`config.mk`:
```
export PLATFORM = sky130hd
export DESIGN_NAME = mem_access_wb
export DESIGN_NICKNAME = d
export VERILOG_FILES = /design/src/rtl/mem_access_wb_pkg.sv /design/src/rtl/mem_wb.sv /design/src/rtl/mem_access_wb.sv
export SDC_FILE = /design/constraint.sdc
export NUM_CORES = 1
export LEC_CHECK = 0
export CELL_PAD_IN_SITES_DETAIL_PLACEMENT = 0
export CELL_PAD_IN_SITES_GLOBAL_PLACEMENT = 1
export CORE_UTILIZATION = 31
export DETAILED_ROUTE_END_ITERATION = 12
export GPL_TIMING_DRIVEN = 0
export HOLD_SLACK_MARGIN = 0.08
export PLACE_DENSITY = 0.83
export SLEW_MARGIN = 20
export SYNTH_ARGS = -nofsm -noshare
export SYNTH_HDL_FRONTEND = slang
export SYNTH_HIERARCHICAL = 1
export SYNTH_SLANG_ARGS = --single-unit
```
`constraint.sdc`:
```
create_clock -name clk -period 2.7 [get_ports clk]
set_input_delay 0.405 -clock clk [delete_from_list [all_inputs] [get_ports clk]]
set_output_delay 0.405 -clock clk [all_outputs]
set_load 0.005 [all_outputs]
```
`src/rtl/mem_access_wb_pkg.sv`:
```
// Shared widths, writeback-source encodings and FSM states for the M-stage
// memory access / M->W pipeline register slice.
package mem_access_wb_pkg;

  localparam int unsigned WORD_W     = 32;
  localparam int unsigned REG_ADDR_W = 5;
  localparam int unsigned WAIT_CNT_W = 8;

  typedef enum logic [1:0] {
    REGSRC_ALU  = 2'b00,
    REGSRC_LOAD = 2'b01,
    REGSRC_LINK = 2'b10
  } regsrc_e;

  typedef enum logic {
    ST_IDLE = 1'b0,
    ST_BUSY = 1'b1
  } state_e;

endpackage

```
`src/rtl/mem_wb.sv`:
```
// M->W pipeline register; a stall inserts a bubble (write enable dropped)
// while the remaining W fields keep their previous values.
module mem_wb
  import mem_access_wb_pkg::*;
#(
  parameter int unsigned WIDTH = WORD_W
) (
  input  logic                  clk,
  input  logic                  rst,
  input  logic                  stall,
  input  logic                  we_in,
  input  logic [REG_ADDR_W-1:0] rd_in,
  input  logic [WIDTH-1:0]      data_in,
  input  logic [WIDTH-1:0]      pc_in,
  output logic                  we_out,
  output logic [REG_ADDR_W-1:0] rd_out,
  output logic [WIDTH-1:0]      data_out,
  output logic [WIDTH-1:0]      pc_out
);

  logic                  we_q,   we_d;
  logic [REG_ADDR_W-1:0] rd_q,   rd_d;
  logic [WIDTH-1:0]      data_q, data_d;
  logic [WIDTH-1:0]      pc_q,   pc_d;

  always_comb begin
    we_d   = 1'b0;
    rd_d   = rd_q;
    data_d = data_q;
    pc_d   = pc_q;
    if (!stall) begin
      we_d   = we_in;
      rd_d   = rd_in;
      data_d = data_in;
      pc_d   = pc_in;
    end
  end

  always_ff @(posedge clk) begin
    if (rst) begin
      we_q   <= 1'b0;
      rd_q   <= '0;
      data_q <= '0;
      pc_q   <= '0;
    end else begin
      we_q   <= we_d;
      rd_q   <= rd_d;
      data_q <= data_d;
      pc_q   <= pc_d;
    end
  end

  assign we_out   = we_q;
  assign rd_out   = rd_q;
  assign data_out = data_q;
  assign pc_out   = pc_q;

endmodule

```
`src/rtl/mem_access_wb.sv`:
```
// M-stage data-memory handshake FSM with ack timeout, writeback source mux,
// and the M->W register (mem_wb).
module mem_access_wb
  import mem_access_wb_pkg::*;
#(
  parameter int unsigned WIDTH   = WORD_W,
  parameter int unsigned TIMEOUT = 255
) (
  input  logic                  clk,
  input  logic                  rst,
  input  logic                  Regfile_weM,
  input  logic                  DataMem_weM,
  input  logic [REG_ADDR_W-1:0] writeRegAddrM,
  input  logic [1:0]            regSrc_muxM,
  input  logic [WIDTH-1:0]      aluOutM,
  input  logic [WIDTH-1:0]      writeDataM,
  input  logic [WIDTH-1:0]      pcM,
  output logic                  dmem_req,
  output logic                  dmem_we,
  output logic [WIDTH-1:0]      dmem_addr,
  output logic [WIDTH-1:0]      dmem_wdata,
  input  logic                  dmem_ack,
  input  logic [WIDTH-1:0]      dmem_rdata,
  output logic                  stallM,
  output logic                  Regfile_weW,
  output logic [REG_ADDR_W-1:0] writeRegAddrW,
  output logic [WIDTH-1:0]      regWriteDataW,
  output logic [WIDTH-1:0]      pcW,
  output logic                  mem_err
);

  localparam logic [WAIT_CNT_W-1:0] TIMEOUT_CNT = WAIT_CNT_W'(TIMEOUT);

  state_e                  state_q, state_d;
  logic [WAIT_CNT_W-1:0]   wait_cnt_q, wait_cnt_d;
  logic                    dmem_req_q, dmem_req_d;
  logic                    dmem_we_q, dmem_we_d;
  logic [WIDTH-1:0]        dmem_addr_q, dmem_addr_d;
  logic [WIDTH-1:0]        dmem_wdata_q, dmem_wdata_d;
  logic                    mem_err_q, mem_err_d;

  logic                    memop;
  logic                    busy;
  logic                    timeout;
  logic                    done;
  logic                    wb_we;
  logic [WIDTH-1:0]        wb_data;

  // An ack arriving in the timeout cycle wins: the access completes normally.
  always_comb begin
    memop   = DataMem_weM || (regSrc_muxM == REGSRC_LOAD);
    busy    = (state_q == ST_BUSY);
    timeout = busy && !dmem_ack && (wait_cnt_q == TIMEOUT_CNT);
    done    = busy && (dmem_ack || timeout);
    stallM  = memop && !done;
  end

  always_comb begin
    state_d      = state_q;
    wait_cnt_d   = wait_cnt_q;
    dmem_req_d   = dmem_req_q;
    dmem_we_d    = dmem_we_q;
    dmem_addr_d  = dmem_addr_q;
    dmem_wdata_d = dmem_wdata_q;
    mem_err_d    = mem_err_q || timeout;
    case (state_q)
      ST_IDLE: begin
        if (memop) begin
          state_d      = ST_BUSY;
          wait_cnt_d   = '0;
          dmem_req_d   = 1'b1;
          dmem_we_d    = DataMem_weM;
          dmem_addr_d  = aluOutM;
          dmem_wdata_d = writeDataM;
        end
      end
      ST_BUSY: begin
        if (done) begin
          state_d    = ST_IDLE;
          dmem_req_d = 1'b0;
        end else begin
          wait_cnt_d = wait_cnt_q + 1'b1;
        end
      end
      default: state_d = ST_IDLE;
    endcase
  end

  always_comb begin
    case (regSrc_muxM)
      REGSRC_LOAD: wb_data = dmem_rdata;
      REGSRC_LINK: wb_data = pcM + WIDTH'(4);
      default:     wb_data = aluOutM;
    endcase
    wb_we = Regfile_weM;
    if (timeout) begin
      wb_we   = 1'b0;
      wb_data = '0;
    end
  end

  always_ff @(posedge clk) begin
    if (rst) begin
      state_q      <= ST_IDLE;
      wait_cnt_q   <= '0;
      dmem_req_q   <= 1'b0;
      dmem_we_q    <= 1'b0;
      dmem_addr_q  <= '0;
      dmem_wdata_q <= '0;
      mem_err_q    <= 1'b0;
    end else begin
      state_q      <= state_d;
      wait_cnt_q   <= wait_cnt_d;
      dmem_req_q   <= dmem_req_d;
      dmem_we_q    <= dmem_we_d;
      dmem_addr_q  <= dmem_addr_d;
      dmem_wdata_q <= dmem_wdata_d;
      mem_err_q    <= mem_err_d;
    end
  end

  assign dmem_req   = dmem_req_q;
  assign dmem_we    = dmem_we_q;
  assign dmem_addr  = dmem_addr_q;
  assign dmem_wdata = dmem_wdata_q;
  assign mem_err    = mem_err_q;

  mem_wb #(
    .WIDTH(WIDTH)
  ) u_mem_wb (
    .clk     (clk),
    .rst     (rst),
    .stall   (stallM),
    .we_in   (wb_we),
    .rd_in   (writeRegAddrM),
    .data_in (wb_data),
    .pc_in   (pcM),
    .we_out  (Regfile_weW),
    .rd_out  (writeRegAddrW),
    .data_out(regWriteDataW),
    .pc_out  (pcW)
  );

endmodule

```
==> out/metrics.cfg <==
[run_status]
outcome = completed

[sta]
fin_worst_skew_ns = 0.00826
relSlewSlack_pct = 55.1
fmax_mhz = 387
fin_crit_ns = 2.58
hold_viol = 0
finalSetupTns_ns = 0
final-max-slew-violation-count = 0
worst_pin_slew_ns = 0.674
rsz0062_at_grt = no
final.period_utilization_pct = 95.6
fin_hold_ws_ns = 0.360
setup_viol = 0

[grt]
antenna_found_initial = 2
grt-ovfl-total = 0
grt_first_pass_wirelength_um = 36300
grt_pass1_vias = 6479
grt_max_degree = 17
grtUsageTotal_pct = 21.6

[synthesis]
synth-edff-count = 0
synth.distinct_cells = 50
async_flop_share_pct = 0
syn-num-nets = 945
synth_warnings = 6
ys_ff_latch = 146
syn_area_um2 = 6670
syn-instance-count = 801
avgSynthCellArea_um2 = 8.32
synth_top_area_share_pct = 43.8
synth_ff_type = dfxtp_1
yosysSeqAreaShare_pct = 43.8
yosysTopAreaCell = dfxtp_1
synth_area_leaders = dfxtp_1, mux2i_1, nand2_1, a21oi_1, nor2_1

[setup_path]
startpoint_type = input pin
critPathCaptureType = register
timing_worst_setup_path_type = input pin to register
critical_path.startpoint = pcM[9]
required_ns = 2.99
crit_arrival_ns = 2.87
reg2reg_from = wait_cnt_q[1]
crit_path_max_fanout = 10

[clock_tree]
tritoncts = yes
clock-root-buffer = clkbuf_16
clk_pin_slew_worst_paths_ns = 0.06
cts.path.max_buffers = 2
h-tree-depth = 4
cts.sinks = 146
cts_buffers = 17
clock_latency_ns = 0.43

[route]
ant_nets = 0
via_count = 6710
drt-vias-per-instance = 4.84
drt-initial-drc-count = 459
wl_per_cell_um = 17.3
drt_pass1_iterations = 5
drc_errors = 0
wirelength_um = 24000

[power]
powerDensity_nw_per_um2 = 602
p_leak_nw = 4.10
vdd_drop_max_uv = 411

[floorplan]
die_x_um = 149
num_rows = 53
start_util_pct = 31.7
ioPinCount = 278
die_y_um = 149
dieArea_um2 = 22100
coreArea_um2 = 21000

[final_layout]
final_common_cell = clkdlybuf4s50_1
fillers = 2036
final_nets = 1243
drive_gt1_share_pct = 5.85
syn_to_final_growth_pct = 57.6
multi_input_area_um2 = 3420
final_cell_mix = clkdlybuf4s50_1, nand2_1, dfxtp_1
seq_area_um2 = 2920
antenna_cells = 0

[hold_path]
holdCritStartpoint = rst
hold_class = input pin to register

[run]
cap_violations = 0

[placement]
place.gp.congestion = 0.817
portBuffers = 276
dp_hpwl_um = 18400

## critical path, cell delays in order
cell and delay [ns]:
clkdlybuf4s50_1 0.61, nand4_4 0.18, or4_1 0.65, buf_2 0.23, o31a_1 0.32, o221ai_1 0.17, a21oi_1 0.10, mux2i_1 0.15
nor2_1 0.06
## final cells by class
type	count	area share (%)
clock buffer	20	4.25
buffer	58	3.01
multi-input combinational	583	32.5
tap	275	3.28
timing repair buffer	280	26.7
clock inverter	12	1.94
sequential	146	27.8
inverter	13	0.465
## flip-flops by register name, summed over array words and instances, names as in the netlist
register,flops
u_mem_wb/pc_out,32
dmem_addr,32
wait_cnt_q,8
dmem_req,1
u_mem_wb/rd_out,5
dmem_wdata,32
dmem_we,1
u_mem_wb/we_out,1
u_mem_wb/data_out,32
busy,1
mem_err,1
## metal layers
layer  GRT usage, %  up-vias  wire length (um)
li1               -     3371                 -
met1           26.6     3066             10300
met2           35.8      240             11400
met3           5.86       29              1690
met4           7.99        4               521
met5              0        -                26
## kinds of logic after synthesis
group | after synthesis | synth area share, %
xor+xnor | 16 | 2.10
fa+ha+maj | 4 | 0.751
compound gates | 153 | 14.7
buf+inv | 72 | 5.54
flops | 146 | 43.8
mux | 70 | 10.5
simple gates | 340 | 22.5
## power breakdown
group          internal [W]  switching, W
clock network       0.00167      0.000971
logic              0.000700      0.000584
registers           0.00231     0.0000809
total               0.00469       0.00164
## synthesized netlist by cell type, types with 3 or more instances
library cell,n
nor4_1,9
o31a_1,5
o31ai_2,3
a221o_1,5
o21ai_0,8
ha_1,4
nand2b_1,3
nor2b_1,4
o211a_1,3
dfxtp_1,146
nand3_1,12
mux2i_1,70
nand4_1,10
buf_2,4
a221oi_1,14
or3_1,4
nand3b_1,3
inv_1,12
o21a_1,7
o221ai_1,4
xor2_1,7
xnor2_1,9
o21ai_1,5
nor3_1,27
nand2_1,146
clkbuf_1,45
a21oi_1,86
a22oi_1,4
nor2_1,106
buf_8,7
and3_1,3
## metrics by stage
| stage | utilization (%) | worst slack, ns | total power, W | cells | area (um2) |
|---|---|---|---|---|---|
| 2_1_floorplan | - | 0.566 | 0.00300 | 801 | 6670 |
| 3_3_place_gp | 46.5 | -0.467 | 0.00371 | 1352 | 9770 |
| 3_5_place_dp | 46.5 | -0.456 | 0.00372 | 1352 | 9770 |
| 4_1_cts | 49.7 | 0.00916 | 0.00638 | 1385 | 10400 |
| 5_1_grt | 50.0 | 0.0149 | 0.00660 | 1387 | 10500 |
| 6_report | 50.0 | 0.118 | 0.00632 | 1387 | 10500 |
## worst paths after layout
| path | slack, ns | to | depth (start not counted) |
|---|---|---|---|
| min reg2reg | 0.45 | dmem_wdata[9] | 2 |
| max reg2reg | 0.39 | u_mem_wb/data_out[1] | 9 |
| max | 0.12 | u_mem_wb/data_out[30] | 9 |
| min | 0.36 | dmem_we | 2 |
## timing repair
action | CTS | global route
endpoints found under the hold margin | 0 | 0
endpoints found under the setup margin | 4 | 6
resized for setup | 4 | 10
hold buffers | 0 | 0
buffers inserted | 1 | 3
pin swaps | 1 | 3
cloned | 0 | 0
Power figures use the tool's default switching activity.
